**config.mk**
```make
export PLATFORM = sky130hd
export DESIGN_NAME = seq_detector_param
export DESIGN_NICKNAME = d
export VERILOG_FILES = /design/src/rtl/seq_det_pkg.sv /design/src/rtl/seq_match_len.sv /design/src/rtl/seq_detector_param.sv
export SDC_FILE = /design/constraint.sdc
export NUM_CORES = 1
export LEC_CHECK = 0
export ABC_AREA = 1
export BUFFER_PORTS_ARGS = -buffer_cell sky130_fd_sc_hd__buf_2
export CORE_UTILIZATION = 55
export DETAILED_ROUTE_END_ITERATION = 12
export GPL_TIMING_DRIVEN = 0
export PLACE_DENSITY = 0.86
export SLEW_MARGIN = 5
export SYNTH_ARGS = -nofsm -noshare
export SYNTH_HDL_FRONTEND = slang
export SYNTH_SLANG_ARGS = --single-unit
```
**constraint.sdc**
```tcl
create_clock -name fsm_clk -period 2.6 [get_ports fsm_clk]
set_input_delay 0.13 -clock fsm_clk [delete_from_list [all_inputs] [get_ports fsm_clk]]
set_output_delay 0.13 -clock fsm_clk [all_outputs]
set_load 0.02 [all_outputs]
```
**src/rtl/seq_det_pkg.sv**
```systemverilog
// Shared definitions for the parameterised serial sequence detector.
//   ps_width() : width of the present-state / fill-count fields (clog2(SEQ_LEN+1))
//   sat_inc()  : saturating increment of a counter of a given width (1..32)
//   seq_op_e   : per-edge operation selected from the input strobes
package seq_det_pkg;

  localparam int unsigned MAX_SEQ_LEN = 8;
  localparam logic [3:0]  DEF_PATTERN = 4'b1010;

  typedef enum logic [1:0] {
    OP_HOLD   = 2'd0,
    OP_LOAD   = 2'd1,
    OP_SAMPLE = 2'd2
  } seq_op_e;

  function automatic int unsigned ps_width(input int unsigned seq_len);
    return $clog2(seq_len + 1);
  endfunction

  // Holds at all-ones of the given width instead of wrapping.
  function automatic logic [31:0] sat_inc(input logic [31:0] val, input int unsigned width);
    logic [32:0] lim;
    lim = (33'd1 << width) - 33'd1;
    if ({1'b0, val} >= lim) return val;
    return val + 32'd1;
  endfunction

endpackage

```
**src/rtl/seq_match_len.sv**
```systemverilog
// Prefix/suffix comparator for the sequence detector (purely combinational).
//   i_hist       : last SEQ_LEN samples, bit 0 = newest
//   i_fill       : how many of those samples are real (0..SEQ_LEN)
//   i_pat        : active pattern, bit SEQ_LEN-1 = first bit of the sequence
//   o_len        : longest k in 0..SEQ_LEN whose last k samples equal the first k pattern bits
//   o_len_proper : same, restricted to k < SEQ_LEN
module seq_match_len
  import seq_det_pkg::*;
#(
  parameter int unsigned SEQ_LEN = 4,
  parameter int unsigned PS_W    = ps_width(SEQ_LEN)
) (
  input  logic [SEQ_LEN-1:0] i_hist,
  input  logic [PS_W-1:0]    i_fill,
  input  logic [SEQ_LEN-1:0] i_pat,
  output logic [PS_W-1:0]    o_len,
  output logic [PS_W-1:0]    o_len_proper
);

  logic [SEQ_LEN-1:0] w_mask;
  logic [SEQ_LEN-1:0] w_prefix;
  logic               w_hit;

  // Try every length; the last hit is the longest. Unfilled samples never match.
  always_comb begin
    o_len        = '0;
    o_len_proper = '0;
    w_mask       = '0;
    w_prefix     = '0;
    w_hit        = 1'b0;
    for (int unsigned k = 1; k <= SEQ_LEN; k++) begin
      w_mask   = ~({SEQ_LEN{1'b1}} << k);
      // First k pattern bits aligned so the first one lands on the oldest of the last k samples.
      w_prefix = i_pat >> (SEQ_LEN - k);
      w_hit    = (PS_W'(k) <= i_fill) && (((i_hist ^ w_prefix) & w_mask) == '0);
      if (w_hit) begin
        o_len = PS_W'(k);
        if (k < SEQ_LEN) o_len_proper = PS_W'(k);
      end
    end
  end

endmodule

```
**src/rtl/seq_detector_param.sv**
```systemverilog
// Parameterised serial bit-sequence detector with runtime pattern reload,
// overlap/non-overlap mode and a saturating match counter.
//   fsm_clk, clr  : clock, asynchronous active-high clear
//   din/din_valid : serial bit and its one-cycle sample strobe
//   overlap       : 1 = overlapping detection (sampled on the match edge only)
//   pat_load/pat_in : load a new pattern; wins over din_valid on the same edge
//   seq_det       : match indication
//   match_cnt     : saturating number of matches
//   ps            : number of pattern bits currently matched
// Build option: define SEQ_DET_STRETCH_EN to stretch seq_det with a
// STRETCH_W-bit down-counter so the LED is visible; otherwise seq_det is a
// one-cycle pulse and no stretch counter exists.
module seq_detector_param
  import seq_det_pkg::*;
#(
  parameter int unsigned         SEQ_LEN   = 4,
  parameter logic [SEQ_LEN-1:0]  PATTERN   = SEQ_LEN'(DEF_PATTERN),
  parameter int unsigned         CNT_W     = 8,
  parameter int unsigned         STRETCH_W = 24
) (
  input  logic                            fsm_clk,
  input  logic                            clr,
  input  logic                            din,
  input  logic                            din_valid,
  input  logic                            overlap,
  input  logic                            pat_load,
  input  logic [SEQ_LEN-1:0]              pat_in,
  output logic                            seq_det,
  output logic [CNT_W-1:0]                match_cnt,
  output logic [ps_width(SEQ_LEN)-1:0]    ps
);

  localparam int unsigned PS_W = ps_width(SEQ_LEN);

  if ((SEQ_LEN < 2) || (SEQ_LEN > MAX_SEQ_LEN) || (CNT_W < 1) || (CNT_W > 32) ||
      (STRETCH_W < 1)) begin : g_param_check
    $error("seq_detector_param: unsupported parameter set");
  end

  // The SEQ_LEN-sample window is r_hist (older samples) plus the incoming din.
  logic [SEQ_LEN-1:0] r_pat,  w_pat_nxt;
  logic [SEQ_LEN-2:0] r_hist, w_hist_nxt;
  logic [PS_W-1:0]    r_fill, w_fill_nxt;
  logic [PS_W-1:0]    r_ps,   w_ps_nxt;
  logic [CNT_W-1:0]   r_cnt,  w_cnt_nxt;
  logic               w_hit;

  seq_op_e            w_op;
  logic [SEQ_LEN-1:0] w_hist_sh;
  logic [PS_W-1:0]    w_fill_sh;
  logic [PS_W-1:0]    w_len;
  logic [PS_W-1:0]    w_len_proper;
  logic [CNT_W-1:0]   w_cnt_inc;

  // Pattern load has priority; the sample bit is dropped on a load edge.
  always_comb begin
    w_op = OP_HOLD;
    if (pat_load)       w_op = OP_LOAD;
    else if (din_valid) w_op = OP_SAMPLE;
  end

  assign w_hist_sh = {r_hist, din};
  assign w_fill_sh = (r_fill == PS_W'(SEQ_LEN)) ? r_fill : r_fill + PS_W'(1);
  assign w_cnt_inc = CNT_W'(sat_inc(32'(r_cnt), CNT_W));

  seq_match_len #(
    .SEQ_LEN (SEQ_LEN),
    .PS_W    (PS_W)
  ) u_match_len (
    .i_hist       (w_hist_sh),
    .i_fill       (w_fill_sh),
    .i_pat        (r_pat),
    .o_len        (w_len),
    .o_len_proper (w_len_proper)
  );

  // Next-state logic for pattern, history, state and counter.
  always_comb begin
    w_pat_nxt  = r_pat;
    w_hist_nxt = r_hist;
    w_fill_nxt = r_fill;
    w_ps_nxt   = r_ps;
    w_cnt_nxt  = r_cnt;
    w_hit      = 1'b0;
    unique case (w_op)
      OP_LOAD: begin
        w_pat_nxt  = pat_in;
        w_hist_nxt = '0;
        w_fill_nxt = '0;
        w_ps_nxt   = '0;
      end
      OP_SAMPLE: begin
        w_hist_nxt = w_hist_sh[SEQ_LEN-2:0];
        w_fill_nxt = w_fill_sh;
        if (w_len == PS_W'(SEQ_LEN)) begin
          w_hit     = 1'b1;
          w_cnt_nxt = w_cnt_inc;
          if (overlap) begin
            w_ps_nxt = w_len_proper;
          end else begin
            // Non-overlapping: forget every bit that took part in this match.
            w_fill_nxt = '0;
            w_ps_nxt   = '0;
          end
        end else begin
          w_ps_nxt = w_len;
        end
      end
      default: ;
    endcase
  end

  always_ff @(posedge fsm_clk or posedge clr) begin
    if (clr) begin
      r_pat  <= PATTERN;
      r_hist <= '0;
      r_fill <= '0;
      r_ps   <= '0;
      r_cnt  <= '0;
    end else begin
      r_pat  <= w_pat_nxt;
      r_hist <= w_hist_nxt;
      r_fill <= w_fill_nxt;
      r_ps   <= w_ps_nxt;
      r_cnt  <= w_cnt_nxt;
    end
  end

`ifdef SEQ_DET_STRETCH_EN
  logic [STRETCH_W-1:0] r_stretch, w_stretch_nxt;

  // Each match restarts the full stretch window; a pattern load blanks the LED.
  always_comb begin
    w_stretch_nxt = r_stretch;
    if (w_op == OP_LOAD)        w_stretch_nxt = '0;
    else if (w_hit)             w_stretch_nxt = '1;
    else if (r_stretch != '0)   w_stretch_nxt = r_stretch - STRETCH_W'(1);
  end

  always_ff @(posedge fsm_clk or posedge clr) begin
    if (clr) r_stretch <= '0;
    else     r_stretch <= w_stretch_nxt;
  end

  assign seq_det = (r_stretch != '0);
`else
  logic r_det;

  always_ff @(posedge fsm_clk or posedge clr) begin
    if (clr) r_det <= 1'b0;
    else     r_det <= w_hit;
  end

  assign seq_det = r_det;
`endif

  assign match_cnt = r_cnt;
  assign ps        = r_ps;

endmodule

```
# Word level (Yosys, flattened, before mapping)
# Cells that the tools add are included.
[totals] regBits=22 in_bits=10 out_inout_bits=12 elab_cells=50
[op_classes] addsub=2 n_lt_le_gt_ge=5 n_eq_ne=5 mux=18 bitwise_logic=4 reduce_logical=10
[ops] operator="$mux 3" n=8
[ops] operator="$pmux 3 s2" n=3
[ops] operator="$logic_not 4->1" n=4
[ops] operator="$add 8x1->8 const B" n=1
[ops] operator="$ge 8x8->1 const B" n=1
[ops] operator="$mux 8" n=1
[ops] operator="$eq 3x3->1 const B" n=2
[ops] operator="$le 2x3->1 const A" n=2
[ops] operator="$logic_and 1x1->1" n=4
[ops] operator="$mux 1" n=4
[ops] operator="$mux 2" n=2
[ops] operator="$xor 4x4->4" n=1
[ops] operator="$add 3x1->3 const B" n=1
[ops] operator="$le 1x3->1 const A" n=1
[ops] operator="$le 3x3->1 const A" n=1
[ops] operator="$reduce_and 3->1" n=1
[ops] operator="$xor 3x3->3" n=1
[ops] operator="$eq 2x1->1 const B" n=1
[ops] operator="$eq 2x2->1 const B" n=1
[ops] operator="$ne 2x2->1 const B" n=1
[ops] operator="$reduce_bool 2->1" n=1
[ops] operator="$xor 2x2->2" n=1
[ops] operator="$xor 1x1->1" n=1

# Depth between registers and ports, before layout
# Gate-level depths: netlist (run 1).
[logic_depth] word_depth=11 ltp_mapped=11 ltp_nobuf=11

# Cells and area by module
# From an unflattened synthesis (run 1), not the netlist that was laid out.
[hier_totals] cells_unflattened=195 hier_area_um2=1363.8
[by_module_without_submodules] module="seq_detector_param" n_inst=1 cells_per_inst=144 area_each_um2=1143.6 seq_area_each_um2=553.0
[by_module_without_submodules] module="seq_match_len" n_inst=1 cells_per_inst=51 area_each_um2=220.2 seq_area_each_um2=0.0

# Least setup slack after synthesis (run 1)
# OpenSTA, ideal clock, no wires.
[synth_path] kind="register -> register" from="register r_pat[3]" to="register r_cnt[3], in the netlist match_cnt[3]" setup_time_ns=0.118 t_arrival_ns=1.287 t_required_ns=2.482 setup_slack_ns=1.196 stages_incl_launch_ff=11 path_buffers=1 synth_period_minus_slack_ns=1.404 path_cell_list="dfstp_2 -> buf_4 -> inv_2 -> nand2_1 -> nand2_1 -> nor2_4 -> nand3_4 -> nor2_8 -> nand2_4 -> nand2_1 -> nand2_1"
[synth_via] elab_chain_len=9 word_cells_on_any_way=18 classes_between="1 x eq/ne; 4 x mux; 4 x bitwise; 9 x reduce/logical"
[synth_lines] element="start, declared" line="seq_detector_param.sv:41" rtl="logic [SEQ_LEN-1:0] r_pat, w_pat_nxt;"
[synth_lines] element="start signal, assigned" line="seq_detector_param.sv:121" rtl="r_pat <= w_pat_nxt;"
[synth_lines] element="$xor 1x1->1" line="seq_match_len.sv:35" rtl="w_hit = (PS_W'(k) <= i_fill) && (((i_hist ^ w_prefix) & w_mask) == '0);"
[synth_lines] element="$logic_not 4->1" line="seq_match_len.sv:35"
[synth_lines] element="$logic_and 1x1->1" line="seq_match_len.sv:35"
[synth_lines] element="$mux 1" line="seq_match_len.sv:36" rtl="if (w_hit) begin"
[synth_lines] element="$mux 3 (2 in a row)" line="seq_match_len.sv:36"
[synth_lines] element="$mux 3 *" line="seq_match_len.sv:36"
[synth_lines] element="$eq 3x3->1 *" line="seq_detector_param.sv:95" rtl="if (w_len == PS_W'(SEQ_LEN)) begin"
[synth_lines] element="$reduce_and 3->1 (no source line) *"
[synth_lines] element="end signal, assigned" line="seq_detector_param.sv:125" rtl="r_cnt <= w_cnt_nxt;"
[synth_lines] element="end, declared" line="seq_detector_param.sv:45" rtl="logic [CNT_W-1:0] r_cnt, w_cnt_nxt;"
# Mark *: on every way between the ends. The rest lies on a longest branch, timed or not.
# A chain may end at the register's enable or synchronous reset.

# Final worst setup path (run 1)
[layout_path] from="register r_fill[0]" to="register r_cnt[4], in the netlist match_cnt[4]"
[layout_via] elab_chain_len=10 word_cells_on_any_way=17 classes_between="1 x add/sub; 4 x order compare; 2 x eq/ne; 5 x mux; 5 x reduce/logical"
[layout_lines] element="start, declared" line="seq_detector_param.sv:43" rtl="logic [PS_W-1:0] r_fill, w_fill_nxt;"
[layout_lines] element="start signal, assigned" line="seq_detector_param.sv:123" rtl="r_fill <= w_fill_nxt;"
[layout_lines] element="$add 3x1->3 / $eq 3x3->1 (equally long branches)" line="seq_detector_param.sv:63" rtl="assign w_fill_sh = (r_fill == PS_W'(SEQ_LEN)) ? r_fill : r_fill + PS_W'(1);"
[layout_lines] element="$mux 3 *" line="seq_detector_param.sv:63"
[layout_lines] element="$le 1x3->1" line="seq_match_len.sv:35"
[layout_lines] element="$logic_and 1x1->1" line="seq_match_len.sv:35"
[layout_lines] element="$mux 1" line="seq_match_len.sv:36"
[layout_lines] element="$mux 3 (2 in a row)" line="seq_match_len.sv:36"
[layout_lines] element="$mux 3 *" line="seq_match_len.sv:36"
[layout_lines] element="$eq 3x3->1 *" line="seq_detector_param.sv:95"
[layout_lines] element="$reduce_and 3->1 (no source line) *"
# Marked as above.

==> run metrics, run 1 <==
status finished, final reports clean; initial antenna violation count 0; CP Max Fanout 10; Root Buffer clkbuf_4; R2R Path End match_cnt[4]$_DFFE_PP0P_; Die W about 51 um; First-pass DRT Iterations 4; post-CTS setup buffers 0; area of the mapped netlist 1300 um^2; Hold Path Depth 3; Critical Path Sink Type register; I/O pin count 22; total clock sinks 22; worst hold path type in2reg; port bufs 20; post-route setup TNS 0 ns; Tot Pwr roughly 650 uW; Final Hold Viols 0; Iter 0 DRT Violations 18; H-tree levels 1; reg-to-reg setup timing slack 0.98 ns; HPWL after detailed placement approximately 2000 um; Residual DRC 0; CP Data Arrival Time roughly 1.8 ns; max cap viols 0; CTS max path bufs 2; clock skew approximately 0.0054 ns; Die Span Y 50.6 um; Hold EP r_pat[2]$_DFFE_PP0N_; Synth Flop Type dfrtp_1; clock-pin slew on the worst setup and hold paths 0.11 ns; Area contributors post-synth dfrtp_1 (38%), nand2_1 (19%), inv_1 (5.5%); power density cells 443 nW/um^2; most frequent cells after synthesis nand2_1 (67), dfrtp_1 (20), inv_1 (19); vias per cell a little under 5; syn_nets 184; ys async rst share 1.00; synthesis-stage register bit count 22; final cell utilization of the core 0.665; reg2reg start r_fill[0]$_DFFE_PP0P_; Clock power frac 0.236; Psw around 190 uW; sw frac 0.286; maximum number of pins on one net before global-route repair 23; gpl congestion roughly 0.87; Post-synth EDFFs 0; DR vias 1,105; P_int 465 uW; Syn-to-layout area delta 13.2%; final cycle utilization of the critical path 0.623; Slew Limit Fails 0; Slew headroom 0.465; RSZ-0062 raised after global routing no; Finished Cell Area ~1500 um^2; Initial Util 0.588; library cells used by synthesis 23; vias in the first global route ~1,100; Inserted Clock Buffers 3; cells on worst reg2reg path 9; critical path type reg2reg; CTS tree yes; WL final between 2000 and 3000 um; Antenna Violating Nets Remaining 0; endpoints failing setup 0; power share of the combinational group 0.190; WHS 0.0306 ns; placed instance area around 1400 um^2; later-pin clock latency in the skew report approximately 0.30 ns; Mean Syn Cell Area approximately 7.6 um^2; most common cell in the netlist nand2_1; row cnt 17; grt total ovfl 0; Peak Freq between 600 and 700 MHz; first-pass GRT wire length 4380 um; fin nets 210; ratio of cells with drive above 1 in the final layout 0.210; Post-Synthesis Cells 170; n_diodes 0; Core ar. approximately 2200 um^2; min cycle time layout between 1.5 and 2 ns; startpoint types register; Critical Path RT approximately 2.8 ns; Leak around 0.00086 uW; cell taking the most area after synthesis dfrtp_1; Seq/Total Area, Yosys 0.425; actual slew at the worst max-slew pin 0.802 ns; area of the die 2560 um^2; post-synth top area share 0.385; total track usage 0.232; DR WL/cell 11.3 um; worst min-delay path startpoint pat_in[2]; Synth warnings 0; sequential share of power 0.574; VDD IR max 0.286 mV
-- kinds of logic after synthesis --
kind of cell    after synthesis  share of synthesized area
simple gates                102                      0.363
xor+xnor                     10                     0.0674
buf+inv                      25                     0.0760
compound gates                7                     0.0298
fa+ha+maj                     4                     0.0385
flops                        22                      0.425
-- registers in the layout, summed over array words and instances, names as in the netlist --
name / count
r_pat: 4
ps: 3
r_hist: 3
seq_det: 1
match_cnt: 8
r_fill: 3
-- worst max-delay path, stage by stage, from the launching register on --
cell and delay, ns:
dfrtp_1 0.45, ha_1 0.23, nand2_1 0.07, nand2_1 0.12
nand2_2 0.12, nand3_4 0.11, nor2_8 0.18, nand2_4 0.11
nand2_1 0.08, nand2_1 0.05
-- placed cells by master, fill, tap and decap left out --
cell type / count
nand2_1: 67
nor2_4: 2
nor3_1: 1
ha_1: 4
nand2_2: 4
nor2_1: 10
xor2_1: 8
dlygate4sd3_1: 1
nand3b_1: 1
nor2_8: 1
buf_4: 1
clkbuf_1: 1
inv_1: 19
buf_2: 21
dfrtp_1: 20
inv_2: 4
nand3_4: 1
o21ai_0: 4
dfstp_2: 2
nand2_4: 1
o22ai_1: 3
nor2_2: 1
clkbuf_4: 3
nand3_1: 11
nand4_1: 2
xnor2_1: 2
-- routing by layer --
layer	vias to the layer above	global-route usage	share of wire
li1	570	-	-
met2	15	0.422	0.51
met3	4	0.0394	0.026
met4	0	0.102	0.012
met5	-	0	0
met1	516	0.262	0.45
-- stage by stage --
step / setup WS, ns / std cells
6_report: 0.980 / 223
3_5_place_dp: 0.999 / 218
2_1_floorplan: 1.20 / 170
5_1_grt: 0.847 / 223
4_1_cts: 0.992 / 223
3_3_place_gp: 1.08 / 218
-- timing repair --
| item | CTS | global route |
|---|---|---|
| endpoints found under the hold margin | 20 | 0 |
| hold buffers | 1 | 0 |
| endpoints found under the setup margin | 0 | 0 |
| resized for setup | 0 | 0 |
-- power groups by stage --
stage               clock (uW)  sequential [uW]  combinational, uW
floorplan                    0              384               87.5
global placement             0              379                119
detailed placement           0              380                124
CTS                        162              374                125
global route               171              377                140
finish                     154              374                124
-- area by class of cell --
cell class	instances	area, um^2
multi-input cells	123	648
flip-flops and latches	22	553
inverters	23	86.3
well taps	28	35.0
clock buffers	4	26.3
plain buffers	2	12.5
fillers	210	741
repair buffers	21	110
-- worst max path at each step --
stage                          start                  endpoint  slack [ns]  depth (start not counted)
3_5_place_dp   r_fill[0]$_DFFE_PP0P_  match_cnt[4]$_DFFE_PP0P_         1.0                          9
5_1_grt        r_fill[0]$_DFFE_PP0P_  match_cnt[3]$_DFFE_PP0P_        0.85                          9
6_report       r_fill[0]$_DFFE_PP0P_  match_cnt[4]$_DFFE_PP0P_        0.98                          9
2_1_floorplan   r_pat[3]$_DFFE_PP1N_  match_cnt[3]$_DFFE_PP0P_        1.20                         10
3_3_place_gp   r_fill[0]$_DFFE_PP0P_  match_cnt[6]$_DFFE_PP0P_        1.08                          9
4_1_cts        r_fill[0]$_DFFE_PP0P_  match_cnt[4]$_DFFE_PP0P_        0.99                          9
Power figures use the tool's default switching activity.
==> inputs of run 2 (changes only) <==
--- a/config.mk
+++ b/config.mk
@@ -7,10 +7,10 @@
 export LEC_CHECK = 0
 export ABC_AREA = 1
 export BUFFER_PORTS_ARGS = -buffer_cell sky130_fd_sc_hd__buf_2
-export CORE_UTILIZATION = 55
+export CORE_UTILIZATION = 49
 export DETAILED_ROUTE_END_ITERATION = 12
 export GPL_TIMING_DRIVEN = 0
-export PLACE_DENSITY = 0.86
+export PLACE_DENSITY = 0.82
 export SLEW_MARGIN = 5
 export SYNTH_ARGS = -nofsm -noshare
 export SYNTH_HDL_FRONTEND = slang
==> constraint.sdc (replaced) <==
create_clock -name fsm_clk -period 1.4 [get_ports fsm_clk]
set_input_delay 0.07 -clock fsm_clk [delete_from_list [all_inputs] [get_ports fsm_clk]]
set_output_delay 0.07 -clock fsm_clk [all_outputs]
set_load 0.02 [all_outputs]
==> run 2 against run 1 <==
Effect of this change:
- the run now ends with setup timing left
- worst hold slack better by 0.012 ns
- critical path type unchanged
- register-to-register slack worse by 1.1 ns
- sequential power up 86%
- global-route usage down 2.7 points
- via count up 5.1%
- critical path depth unchanged
- largest cell class unchanged
==> run metrics, run 2 (synthesis gave the netlist of run 1 again) <==
cells on worst reg2reg path 9; I/O pin count 22; critical path type reg2reg; Leak just over 0.0009 uW; port bufs 20; RSZ-0062 raised after global routing yes; n_diodes 0; worst setup margin -0.118 ns; fin nets 224; Die W around 54 um; max FFs per register 8; Iter 0 DRT Violations 16; CP Max Fanout 5; VDD IR max about 0.53 mV; WL final around 2600 um; later-pin clock latency in the skew report between 0.3 and 0.4 ns; CTS tree yes; Slew Limit Fails 0; power density cells 768 nW/um^2; max cap viols 0; ratio of cells with drive above 1 in the final layout 0.311; actual slew at the worst max-slew pin between 0.8 and 0.9 ns; Final Hold Viols 0; commonest cells after routing, fill and taps aside nand2_1 (58), buf_2 (21), dfrtp_1 (20); endpoints failing setup 13; Antenna Violating Nets Remaining 0; CP Data Arrival Time approximately 1.8 ns; H-tree levels 1; status finished, violations left; gpl congestion roughly 0.84; most common cell after layout, fill and taps aside nand2_1; Critical Path End match_cnt[7]$_DFFE_PP0P_; Initial Util 0.520; CP startpoint r_fill[0]$_DFFE_PP0P_; Die Span Y roughly 54 um; worst hold path type in2reg; row cnt 18; failing checks setup timing; total placed cells including tap cells 220; clock skew about 0.013 ns; startpoint types register; total track usage 0.205; DR WL/cell roughly 11 um; Post-Place Setup Slack -0.164 ns; maximum number of pins on one net before global-route repair 23; first-pass GRT wire length 4150 um; min cycle time layout around 1.5 ns; Slew headroom 0.463; Non-Filler Instances roughly 240; Root Buffer clkbuf_4; First-pass DRT Iterations 4; area taken by multi-input logic gates 694 um^2; reg-to-reg setup timing slack -0.12 ns; vias per cell about 4.9; Core ar. 2500 um^2; Critical Path RT 1.66 ns; Peak Freq approximately 660 MHz; DR vias around 1,200; initial antenna violation count 0; R2R Path End match_cnt[7]$_DFFE_PP0P_; fillers 220; Residual DRC 0; HPWL after detailed placement around 1800 um; register area about 550 um^2; Critical Path Sink Type register; clock-pin slew on the worst setup and hold paths about 0.12 ns; CTS max path bufs 2; reg2reg start r_fill[0]$_DFFE_PP0P_; vias in the first global route approximately 1,000; Syn-to-layout area delta 26.4%; area of the die 2860 um^2; grt total ovfl 0; total clock sinks 22; Inserted Clock Buffers 3; final cell utilization of the core 0.657; final cycle utilization of the critical path 1.08
==> run 2: how the worst min path moves through the flow <==
stage | startpoint | to | cells after the start
2_1_floorplan | clr | match_cnt[0]$_DFFE_PP0P_ | 1
3_5_place_dp | clr | ps[1]$_DFFE_PP0P_ | 2
4_1_cts | pat_load | r_pat[3]$_DFFE_PP1N_ | 2
3_3_place_gp | clr | ps[0]$_DFFE_PP0P_ | 2
5_1_grt | pat_load | r_pat[3]$_DFFE_PP1N_ | 2
6_report | pat_load | r_pat[3]$_DFFE_PP1N_ | 2
==> run 2: worst max-delay path, stage by stage, from the launching register on <==
cell and delay [ns]:
dfrtp_1 0.45, ha_2 0.22, nand2_1 0.07, nand2_2 0.07, nand2_2 0.10, nand3_4 0.10
nor2_8 0.17, buf_4 0.15, nand3_1 0.07, nand2_1 0.07
==> run 2: layout make-up <==
cell class,instances,share of cell area
Buffer,1,0.00305
Clock buffer,4,0.0160
Inverter,23,0.0526
Multi-Input combinational cell,123,0.423
Sequential cell,22,0.337
Tap cell,30,0.0228
Timing Repair Buffer,36,0.146
==> run 2: where the power goes <==
part           leakage, uW  switching (uW)  internal (uW)
sequential        0.000293            28.2            668
clock            0.0000150             184            111
combinational     0.000624             154            116
total             0.000933             366            895
==> run 2: metal layers <==
metal	part of all wire	global-route usage	wire length [um]
met2	0.50	0.360	1320
met4	0.012	0.0658	32
met1	0.46	0.249	1220
met3	0.029	0.0402	78
met5	0	0	0
==> run 2: what timing repair did <==
item	in CTS	in global routing
hold buffers	5	0
resized for setup	6	11
endpoints found under the hold margin	24	0
pin swaps	7	8
setup buffers	10	1
endpoints found under the setup margin	13	14
==> run 2: per-stage QoR <==
stage                     instance area (um^2)  hold WS, ns  total power (uW)  setup TNS (ns)
after floorplan                           1310       0.0577               878               0
final                                     1640       0.0424              1260          -0.958
after detailed placement                  1440        0.266               935           -1.71
after global routing                      1640       0.0707              1330           -2.26
after CTS                                 1600       0.0394              1260          -0.634
after global placement                    1440        0.273               931           -1.37
